==> src/rtl/edge_event_arbiter_if.sv <==
// Event port of the edge-event arbiter: one valid/ready channel carrying a
// channel id and the edge polarity of the offered event.
interface edge_event_arbiter_if #(
    parameter int IDW = 2
);
    logic           evt_valid_o;
    logic           evt_ready_i;
    logic [IDW-1:0] evt_id_o;
    logic           evt_rise_o;

    modport master (
        output evt_valid_o,
        output evt_id_o,
        output evt_rise_o,
        input  evt_ready_i
    );

    modport slave (
        input  evt_valid_o,
        input  evt_id_o,
        input  evt_rise_o,
        output evt_ready_i
    );
endinterface

==> src/rtl/edge_event_arbiter.sv <==
// Multi-channel edge detector. Each detected edge is latched as one pending
// event per channel; pending events are offered one at a time on a valid/ready
// port in round-robin order. Edges that hit an occupied slot are counted as
// dropped in a saturating counter.
module edge_event_arbiter #(
    parameter int N   = 4,
    parameter int IDW = 2,
    parameter int CW  = 8
) (
    input  logic                clk,
    input  logic                reset,
    input  logic [N-1:0]        sig_i,
    input  logic [N-1:0]        rise_en_i,
    input  logic [N-1:0]        fall_en_i,
    output logic [N-1:0]        pending_o,
    output logic [CW-1:0]       drop_cnt_o,
    edge_event_arbiter_if.master evt
);

    typedef enum logic {IDLE, OFFER} state_t;

    state_t         state, state_nx;
    logic [N-1:0]   sig_ff, pend, ptype;
    logic [N-1:0]   rise, fall, det, moved, drop;
    logic [IDW-1:0] ptr, sel, rr_idx, evt_id;
    logic           evt_rise, found, any_pend, accept, load;
    logic [CW-1:0]  drop_cnt;

    // Adds one per set bit of inc to the counter, clamping at all-ones.
    function automatic logic [CW-1:0] sat_add(input logic [CW-1:0] a, input logic [N-1:0] inc);
        int sum;
        sum = int'(a);
        for (int i = 0; i < N; i++) sum += int'(inc[i]);
        if (sum > (1 << CW) - 1) return {CW{1'b1}};
        return CW'(sum);
    endfunction

    assign rise     = ~sig_ff & sig_i & rise_en_i;
    assign fall     = sig_ff & ~sig_i & fall_en_i;
    assign det      = rise | fall;
    assign any_pend = |pend;
    assign accept   = (state == OFFER) & evt.evt_ready_i;
    assign moved    = load ? (N'(1) << sel) : '0;
    // A slot being moved out this cycle is free, so its new edge is not a drop.
    assign drop     = det & pend & ~moved;

    // Round-robin pick: first pending channel at or after ptr, wrapping.
    always_comb begin
        sel    = '0;
        found  = 1'b0;
        rr_idx = '0;
        for (int k = 0; k < N; k++) begin
            rr_idx = IDW'((int'(ptr) + k) % N);
            if (!found && pend[rr_idx]) begin
                sel   = rr_idx;
                found = 1'b1;
            end
        end
    end

    // Output FSM next state; load moves the selected event into the output register.
    always_comb begin
        state_nx = state;
        load     = 1'b0;
        case (state)
            IDLE: begin
                if (any_pend) begin
                    load     = 1'b1;
                    state_nx = OFFER;
                end
            end
            OFFER: begin
                if (accept) begin
                    if (any_pend) load = 1'b1;
                    else          state_nx = IDLE;
                end
            end
            default: state_nx = IDLE;
        endcase
    end

    // FSM state register.
    always_ff @(posedge clk) begin
        if (reset) state <= IDLE;
        else       state <= state_nx;
    end

    // Previous-cycle copy of the input lines for edge detection.
    always_ff @(posedge clk) begin
        if (reset) sig_ff <= '0;
        else       sig_ff <= sig_i;
    end

    // Pending flags: set on a captured edge, cleared when moved to the output.
    always_ff @(posedge clk) begin
        if (reset) begin
            pend <= '0;
        end else begin
            for (int i = 0; i < N; i++) begin
                if (det[i] && (!pend[i] || moved[i])) pend[i] <= 1'b1;
                else if (moved[i])                    pend[i] <= 1'b0;
            end
        end
    end

    // Edge polarity of each pending event; only meaningful while pend is set.
    always_ff @(posedge clk) begin
        for (int i = 0; i < N; i++) begin
            if (det[i] && (!pend[i] || moved[i])) ptype[i] <= rise[i];
        end
    end

    // Output register and round-robin pointer, updated on every load.
    always_ff @(posedge clk) begin
        if (reset) begin
            evt_id   <= '0;
            evt_rise <= 1'b0;
            ptr      <= '0;
        end else if (load) begin
            evt_id   <= sel;
            evt_rise <= ptype[sel];
            ptr      <= (sel == IDW'(N - 1)) ? '0 : sel + IDW'(1);
        end
    end

    // Saturating count of edges discarded because their slot was occupied.
    always_ff @(posedge clk) begin
        if (reset) drop_cnt <= '0;
        else       drop_cnt <= sat_add(drop_cnt, drop);
    end

    assign evt.evt_valid_o = (state == OFFER);
    assign evt.evt_id_o    = evt_id;
    assign evt.evt_rise_o  = evt_rise;
    assign pending_o       = pend;
    assign drop_cnt_o      = drop_cnt;

endmodule

==> src/flat_wrapper.sv <==
// flat-port wrapper written by rule: the top's interface ports become plain ports
module edge_event_arbiter_flat 
#(
    parameter int N   = 4,
    parameter int IDW = 2,
    parameter int CW  = 8
)
  (clk, reset, sig_i, rise_en_i, fall_en_i, pending_o, drop_cnt_o, evt_evt_valid_o, evt_evt_id_o, evt_evt_rise_o, evt_evt_ready_i);
  edge_event_arbiter_if #(.IDW(IDW)) evt_i ();
  input  logic clk;
  input  logic reset;
  input  logic [N-1:0] sig_i;
  input  logic [N-1:0] rise_en_i;
  input  logic [N-1:0] fall_en_i;
  output logic [N-1:0] pending_o;
  output logic [CW-1:0] drop_cnt_o;
  output wire logic [$bits(evt_i.evt_valid_o)-1:0] evt_evt_valid_o;
  output wire logic [$bits(evt_i.evt_id_o)-1:0] evt_evt_id_o;
  output wire logic [$bits(evt_i.evt_rise_o)-1:0] evt_evt_rise_o;
  input wire logic [$bits(evt_i.evt_ready_i)-1:0] evt_evt_ready_i;
  assign evt_evt_valid_o = evt_i.evt_valid_o;
  assign evt_evt_id_o = evt_i.evt_id_o;
  assign evt_evt_rise_o = evt_i.evt_rise_o;
  assign evt_i.evt_ready_i = evt_evt_ready_i;
  edge_event_arbiter #(.N(N), .IDW(IDW), .CW(CW)) u_core (.clk(clk), .reset(reset), .sig_i(sig_i), .rise_en_i(rise_en_i), .fall_en_i(fall_en_i), .pending_o(pending_o), .drop_cnt_o(drop_cnt_o), .evt(evt_i));
endmodule
==> config.mk <==
export PLATFORM = sky130hd
export DESIGN_NAME = edge_event_arbiter_flat
export DESIGN_NICKNAME = d
export VERILOG_FILES = /design/src/rtl/edge_event_arbiter_if.sv /design/src/rtl/edge_event_arbiter.sv /design/src/flat_wrapper.sv
export SDC_FILE = /design/constraint.sdc
export NUM_CORES = 1
export LEC_CHECK = 0
export CELL_PAD_IN_SITES_DETAIL_PLACEMENT = 1
export CELL_PAD_IN_SITES_GLOBAL_PLACEMENT = 2
export CORE_ASPECT_RATIO = 1.25
export CORE_MARGIN = 1
export CORE_UTILIZATION = 28
export CTS_BUF_LIST = sky130_fd_sc_hd__clkbuf_8
export DETAILED_ROUTE_END_ITERATION = 10
export PLACE_DENSITY_LB_ADDON = 0.1
export REMOVE_ABC_BUFFERS = 1
export SYNTH_ARGS = -nofsm -noshare
export SYNTH_HDL_FRONTEND = slang
export SYNTH_SLANG_ARGS = --single-unit
==> constraint.sdc <==
create_clock -name clk -period 3.8 [get_ports clk]
set_input_delay 0.76 -clock clk [delete_from_list [all_inputs] [get_ports clk]]
set_output_delay 0.76 -clock clk [all_outputs]
set_load 0.05 [all_outputs]
---- Word level (Yosys, flattened, before mapping) ----
Index checks and enable logic that the tools add are counted.
cells by class
  $add $sub $neg .......................... 8
  order comparisons ....................... 6
  eq/ne operators ......................... 1
  shift operators ......................... 1
  muxes and demuxes ....................... 36
  bitwise logic cells ..................... 12
  reduce and logical (&&, ||, !) cells .... 23
operators by type and width
  cell                 number
  $add 32x2->32        3
  $gt 32x9->1 const B  1
  $and 4x4->4          6
  $mux 1               21
  $mux 8               2
  $lt 2x3->1 const B   5
  $not 4->4            3
  $bmux 1 s2           5
  $mux 2               5
  $add 8x1->9          1
  $reduce_bool 2->1    4
  $logic_and 1x1->1    7
  $logic_not 1->1      7
  $add 2x1->2 const B  2
  $add 2x2->2 const B  2
  $logic_or 1x1->1     4
  $mux 4               1
  $or 4x4->4           1
  $pmux 1 s2           2
  $reduce_or 4->1      1
  $shl 1x2->4 const A  1
  $eq 2x2->1 const B   1
  $and 1x1->1          1
  $not 1->1            1
storage, ports and cells
  bits in registers ....................... 26
  input port bits ......................... 15
  output and inout bits ................... 16
  word-level logic and storage cells ...... 101

---- Logic depth before layout (Yosys ltp) ----
  depth in word-level cells ............... 24
  gate-level depth with buffers ........... 20
  mapped depth without buffers ............ 20

---- Worst setup path after synthesis ----
No wires, ideal clock.
  path type ............................... register -> register
  start point ............................. register u_core.pend[3], in the netlist u_core.pending_o[3]
  end point ............................... register u_core.drop_cnt[7], in the netlist u_core.drop_cnt_o[7]
  setup time .............................. 79 ps
  arrival time ............................ 4297 ps
  required time ........................... 3721 ps
  path slack .............................. -576 ps
  cell stages (with the launch flop) ...... 21
  path buffers ............................ 0
  period minus slack after synthesis ...... 4376 ps
  cells stage by stage .................... dfxtp_1 > nor2b_1 > o21a_1 > a311oi_2 > inv_1 > ha_1 > nand2_1 > nand2_1 > nor2_1 > ha_1 > inv_1 > fa_1 > inv_1 > ha_1 > inv_1 > fa_1 > nand3b_1 > a211oi_2 > o21ai_1 > and4b_1 > a211oi_2
between the ends
  word-level cells in the longest chain between the ends .. 24
  elaborated cells on any way between the ends .. 38
  those cells by class .................... add/sub: 4; order compare: 1; shift: 1; mux: 22; bitwise: 3; reduce/logical: 7
RTL lines
  what                              line                       source
  start: declaration                edge_event_arbiter.sv:23   logic [N-1:0] sig_ff, pend, ptype;
  start signal: assignment          edge_event_arbiter.sv:97   pend <= '0;
  start signal: indexed assignment  edge_event_arbiter.sv:101  else if (moved[i]) pend[i] <= 1'b0;
  $bmux 1 s2                        edge_event_arbiter.sv:54   if (!found && pend[rr_idx]) begin
  $mux 1 (not written as such)      edge_event_arbiter.sv:54
  $mux 1                            edge_event_arbiter.sv:54
  $logic_not 1->1                   edge_event_arbiter.sv:54
  $logic_and 1x1->1                 edge_event_arbiter.sv:54
  $mux 1                            edge_event_arbiter.sv:54
  $logic_not 1->1                   edge_event_arbiter.sv:54
  $logic_and 1x1->1                 edge_event_arbiter.sv:54
  (+4 left out)                     --
  net u_core.sel[0]                 edge_event_arbiter.sv:25   logic [IDW-1:0] ptr, sel, rr_idx, evt_id;
  (+3 left out)                     --
  $and 4x4->4 (*)                   edge_event_arbiter.sv:45   assign drop = det & pend & ~moved;
  $add 8x1->9                       edge_event_arbiter.sv:33   for (int i = 0; i < N; i++) sum += int'(inc[i]);
  $add 32x2->32 (2 in a row)        edge_event_arbiter.sv:33
  $add 32x2->32 (*)                 edge_event_arbiter.sv:33
  $gt 32x9->1                       edge_event_arbiter.sv:34   if (sum > (1 << CW) - 1) return {CW{1'b1}};
  $mux 1                            edge_event_arbiter.sv:34
  $mux 1                            edge_event_arbiter.sv:128  if (reset) drop_cnt <= '0;
  $mux 8 (*)                        edge_event_arbiter.sv:35   return CW'(sum);
  end signal: assignment            edge_event_arbiter.sv:129  else drop_cnt <= sat_add(drop_cnt, drop);
  end: declaration                  edge_event_arbiter.sv:27   logic [CW-1:0] drop_cnt;
Mark *: on every way through the listed nets, which the timed path passes. The rest lies on a longest branch. The select of a mux whose other input is x is not followed.
A chain may end at the register's enable or synchronous reset.

---- Final worst setup path ----
  start point ............................. register u_core.ptr[1]
  end point ............................... register u_core.drop_cnt[4], in the netlist u_core.drop_cnt_o[4]
between the ends
  word-level cells in the longest chain between the ends .. 24
  elaborated cells on any way between the ends .. 36
  those cells by class .................... add/sub: 7; order compare: 1; shift: 1; mux: 19; bitwise: 2; reduce/logical: 6
RTL lines
  what                                                                  line                       source
  start: declaration                                                    edge_event_arbiter.sv:25
  start signal: assignment                                              edge_event_arbiter.sv:122  ptr <= (sel == IDW'(N - 1)) ? '0 : sel + IDW'(1);
  parallel branches: the longest is 11 deep, another holds $add 2x1->2  --
  $mux 2 (*)                                                            edge_event_arbiter.sv:54
  net u_core.sel[0]                                                     edge_event_arbiter.sv:25
  $shl 1x2->4 (*)                                                       edge_event_arbiter.sv:43   assign moved = load ? (N'(1) << sel) : '0;
  $mux 4 (*)                                                            edge_event_arbiter.sv:43
  $not 4->4 (*)                                                         edge_event_arbiter.sv:45
  $and 4x4->4 (*)                                                       edge_event_arbiter.sv:45
  $add 8x1->9                                                           edge_event_arbiter.sv:33
  $add 32x2->32 (2 in a row)                                            edge_event_arbiter.sv:33
  $add 32x2->32 (*)                                                     edge_event_arbiter.sv:33
  $gt 32x9->1                                                           edge_event_arbiter.sv:34
  $mux 1                                                                edge_event_arbiter.sv:34
  $mux 1                                                                edge_event_arbiter.sv:128
  $mux 8 (*)                                                            edge_event_arbiter.sv:35
Mark *: on every way through the listed nets, which the timed path passes. The select of a mux whose other input is x is not followed.

==> flow_metrics.py <==
metrics = {
    "worst_setup_path": {
        "critPathLaunch": "u_core.ptr[1]",
        "cp.depth": 21,
        "critPathKind": "flop to flop",
        "critPathRequiredTime_ns": 3.98,
        "endpoint_kind": "flop",
        "cpMaxStageDelayCell": "fa_1",
        "rr_startpoint": "u_core.ptr[1]",
        "reg2regPathDepth": 21,
        "critical-path-top-delay-family": "adder cells",
        "rrSetupSlack_ns": 0.06,
        "timing.rr.end": "u_core.drop_cnt_o[4]",
        "cpPeakStageDelay_ns": 0.39,
        "crit_arrival_ns": 3.92,
        "worstPathMaxFanout": 5,
        "cp_num_buf_inv": 5,
        "start_kind": "flop",
        "crit_chain": "nor2b_4 > o21a_1 > a311oi_2 > inv_1 > ha_2 > nand2_2 > nand2_2 > nor2_1 > ha_1 > inv_2 > fa_1 > inv_1 > ha_2 > inv_2 > fa_2 > buf_6 > a21oi_2 > o21ai_1 > a21boi_1 > o21ai_1 > o32ai_1",
    },
    "synthesis": {
        "synth_top_family_by_area": "simple AND/OR/NAND/NOR gates",
        "async_reset_ff_frac": 0,
        "yosysSeqAreaShare": 0.359,
        "syn_area_per_cell_um2": 8.35,
        "synth_mux_area_frac": 0.0128,
        "syn-cell-area_um2": 1560,
        "postSynthCellCount": 187,
        "synth_top_area_frac": 0.282,
        "synth-xor-area-share": 0.0393,
        "synth-adder-area-share": 0.0897,
        "synth_edf_count": 4,
        "synth_simple_gate_area_share": 0.220,
        "synth-main-ff-cell": "dfxtp_1",
        "ys_seq_elements": 26,
        "synth_cell_types": 46,
        "yosys.area.top_type": "dfxtp_1",
        "synth_compound_area_frac": 0.216,
        "yosysWarnings": 0,
        "ys_top_cells_by_area": "dfxtp_1 (28%), a21oi_1 (7.7%), edfxtp_1 (7.7%), ha_1 (6.4%), nand2_1 (4.3%)",
    },
    "drt": {
        "postRouteAntennaNets": 0,
        "drc": 0,
        "wl_per_cell_um": 15.4,
        "drt_wl_total_um": 4670,
        "viasPerCell": 5.01,
        "first_pass_iters": 4,
        "drtIter0Drc": 45,
        "dr_total_vias": 1518,
    },
    "clocking": {
        "cts_buffers": 3,
        "clock_sinks": 26,
        "cts_root_buffer": "clkbuf_8",
        "clkTransAtPathRegs_ns": 0.10,
        "cts-hold-fix-buffers": 0,
        "clock_latency_ns": 0.27,
        "htreeDepth": 1,
        "clockBufferDepth": 2,
        "tritoncts": "built",
    },
    "die": {
        "start_util": 0.289,
        "die_h_um": 85.5,
        "fp-row-count": 30,
        "die_x_um": 68.8,
        "core_um2": 5410,
        "die_area_um2": 5880,
        "ios": 31,
    },
    "layout": {
        "drive_above_1_share": 0.213,
        "fillers": 645,
        "layoutNonFillerInstCount": 303,
        "syn_to_final_growth_pct": 42.1,
        "diodes": 0,
        "finalNetCount": 265,
    },
    "sta": {
        "hold_ws_ns": 0.457,
        "period_share": 0.983,
        "period_minus_slack_ns": 3.74,
        "drv_slew": 0,
        "setup_violations": 0,
        "hold_viol": 0,
        "grt_setup_unrepaired": "yes",
        "setup_slack_ns": 0.0632,
        "setup_tns_ns": 0,
        "slew_headroom": 0.310,
        "worst_slew_pin_slew_ns": 1.02,
        "skew_ns": 0.00672,
        "max_freq_mhz": 268,
    },
    "grt": {
        "antenna_found_initial": 0,
        "grt_pass1_wl_um": 7660,
        "use_met2": 0.350,
        "use_met3": 0.0160,
        "grt_use_total": 0.174,
        "gr-max-usage-layer": "met2",
        "grt.met1_usage": 0.187,
        "first_global_vias": 1601,
        "gr-total-overflow": 0,
        "grt_max_degree": 20,
    },
    "status": {
        "status": "completed",
    },
    "pwr": {
        "vdd_ir_drop_max_mv": 0.116,
        "powerDensity_nw_per_um2": 326,
        "power.leakage_nw": 0.871,
    },
    "worst_hold_path": {
        "whs_path_depth": 2,
        "min_to": "u_core.evt.evt_id_o[1]",
        "min-delay-start": "u_core.evt.evt_id_o[1]",
        "hp-class": "flop to flop",
    },
    "run": {
        "drv_cap": 0,
    },
    "place": {
        "dp.cells": 296,
        "dpl.hpwl_um": 3620,
        "portBuffers": 30,
        "pre_cts_slack_ns": -0.323,
        "place_congestion": 0.782,
    },
}
==> worst register-to-register path: stages (launching register included) <==
cell      delay [ns]
dfxtp_4         0.37
nor2b_4         0.13
o21a_1          0.18
a311oi_2        0.28
inv_1           0.12
ha_2            0.19
nand2_2         0.07
nand2_2         0.06
nor2_1          0.09
ha_1            0.24
inv_2           0.06
fa_1            0.39
inv_1           0.07
ha_2            0.19
inv_2           0.04
fa_2            0.37
buf_6           0.15
a21oi_2         0.10
o21ai_1         0.07
a21boi_1        0.17
o21ai_1         0.08
o32ai_1         0.25
==> cells in the mapped netlist (3+ instances only) <==
library cell  count
inv_1            16
a31oi_1           4
nand3b_1          3
o21ai_0           3
xnor2_1           6
a21boi_0          3
buf_2             4
nor2b_1           3
ha_1              8
a21oi_1          24
edfxtp_1          4
nand2b_1          8
nor3_1            4
nor2_1           17
nand2_1          18
dfxtp_1          22
==> cell usage in the layout (no fill, tap or decap), types with 2 or more instances in the layout <==
master            n
a211oi_2          2
a21boi_1          2
a21o_1            2
a21oi_1          22
a21oi_2           2
a31oi_1           4
and2_1            2
and4b_1           2
buf_4            22
buf_6             3
clkbuf_8          4
clkdlybuf4s50_1  30
dfxtp_1          20
edfxtp_1          4
ha_1              6
ha_2              2
inv_1            14
inv_2             2
mux2i_1           2
nand2_1          16
nand2_2           2
nand2b_1          7
nand3_1           2
nand3b_1          3
nor2_1           17
nor2b_1           2
nor3_1            3
nor3b_1           2
o21ai_1           3
xnor2_1           6
==> registers in the layout, summed over array words and instances (netlist names) <==
name / flops
u_core.drop_cnt_o: 8
u_core.pending_o: 4
u_core.ptype: 4
u_core.sig_ff: 4
u_core.evt.evt_id_o: 2
u_core.ptr: 2
u_core.evt.evt_rise_o: 1
u_core.evt.evt_valid_o: 1
==> report_power, final <==
group	internal, mW	switching [mW]	leakage (nW)
Combinational	0.102	0.119	0.623
Sequential	0.300	0.0175	0.219
Clock	0.0928	0.0911	0.0288
Total	0.495	0.227	0.871
==> layout make-up <==
class	count	area, µm²	area share
clock buffers	4	55.1	0.0248
inverters	17	65.1	0.0293
multi-input cells	137	953	0.430
flip-flops and latches	26	566	0.255
well taps	64	80.1	0.0361
repair buffers	55	499	0.225
==> through the flow <==
step,total power [mW],area (µm²),util
2_1_floorplan,0.430,1530,-
3_3_place_gp,0.521,2070,0.383
3_5_place_dp,0.529,2070,0.383
4_1_cts,0.729,2190,0.406
5_1_grt,0.766,2220,0.410
6_report,0.722,2220,0.410
==> routing by layer <==
metal / up-vias / share of wire
li1: 755 / -
met1: 740 / 0.40
met2: 19 / 0.58
met3: 4 / 0.020
met4: 0 / 0.0062
met5: - / 0
==> how the worst max path moves through the flow <==
stage                                end  slack [ns]
floorplan           u_core.drop_cnt_o[7]       -0.58
global placement    u_core.drop_cnt_o[7]       -0.19
detailed placement  u_core.drop_cnt_o[7]       -0.32
CTS                 u_core.drop_cnt_o[4]        0.01
global route        u_core.drop_cnt_o[4]       -0.16
finish              u_core.drop_cnt_o[4]        0.06
==> cells by family (layout without fill, tap and decap cells) <==
kind of cell	after synthesis	count (layout)
compound gates	51	51
xor+xnor	7	7
fa+ha+maj	10	10
buf+inv	24	76
flops	26	26
mux	2	2
simple gates	67	67
==> repair_timing <==
action | in CTS | in global routing
pin swaps | 13 | 6
resized for setup | 19 | 8
gates cloned | 0 | 0
endpoints found under the hold margin | 0 | 0
buffers inserted | 2 | 1
setup endpoints to repair | 8 | 8
Note: power is estimated with default switching activity, not from simulation.
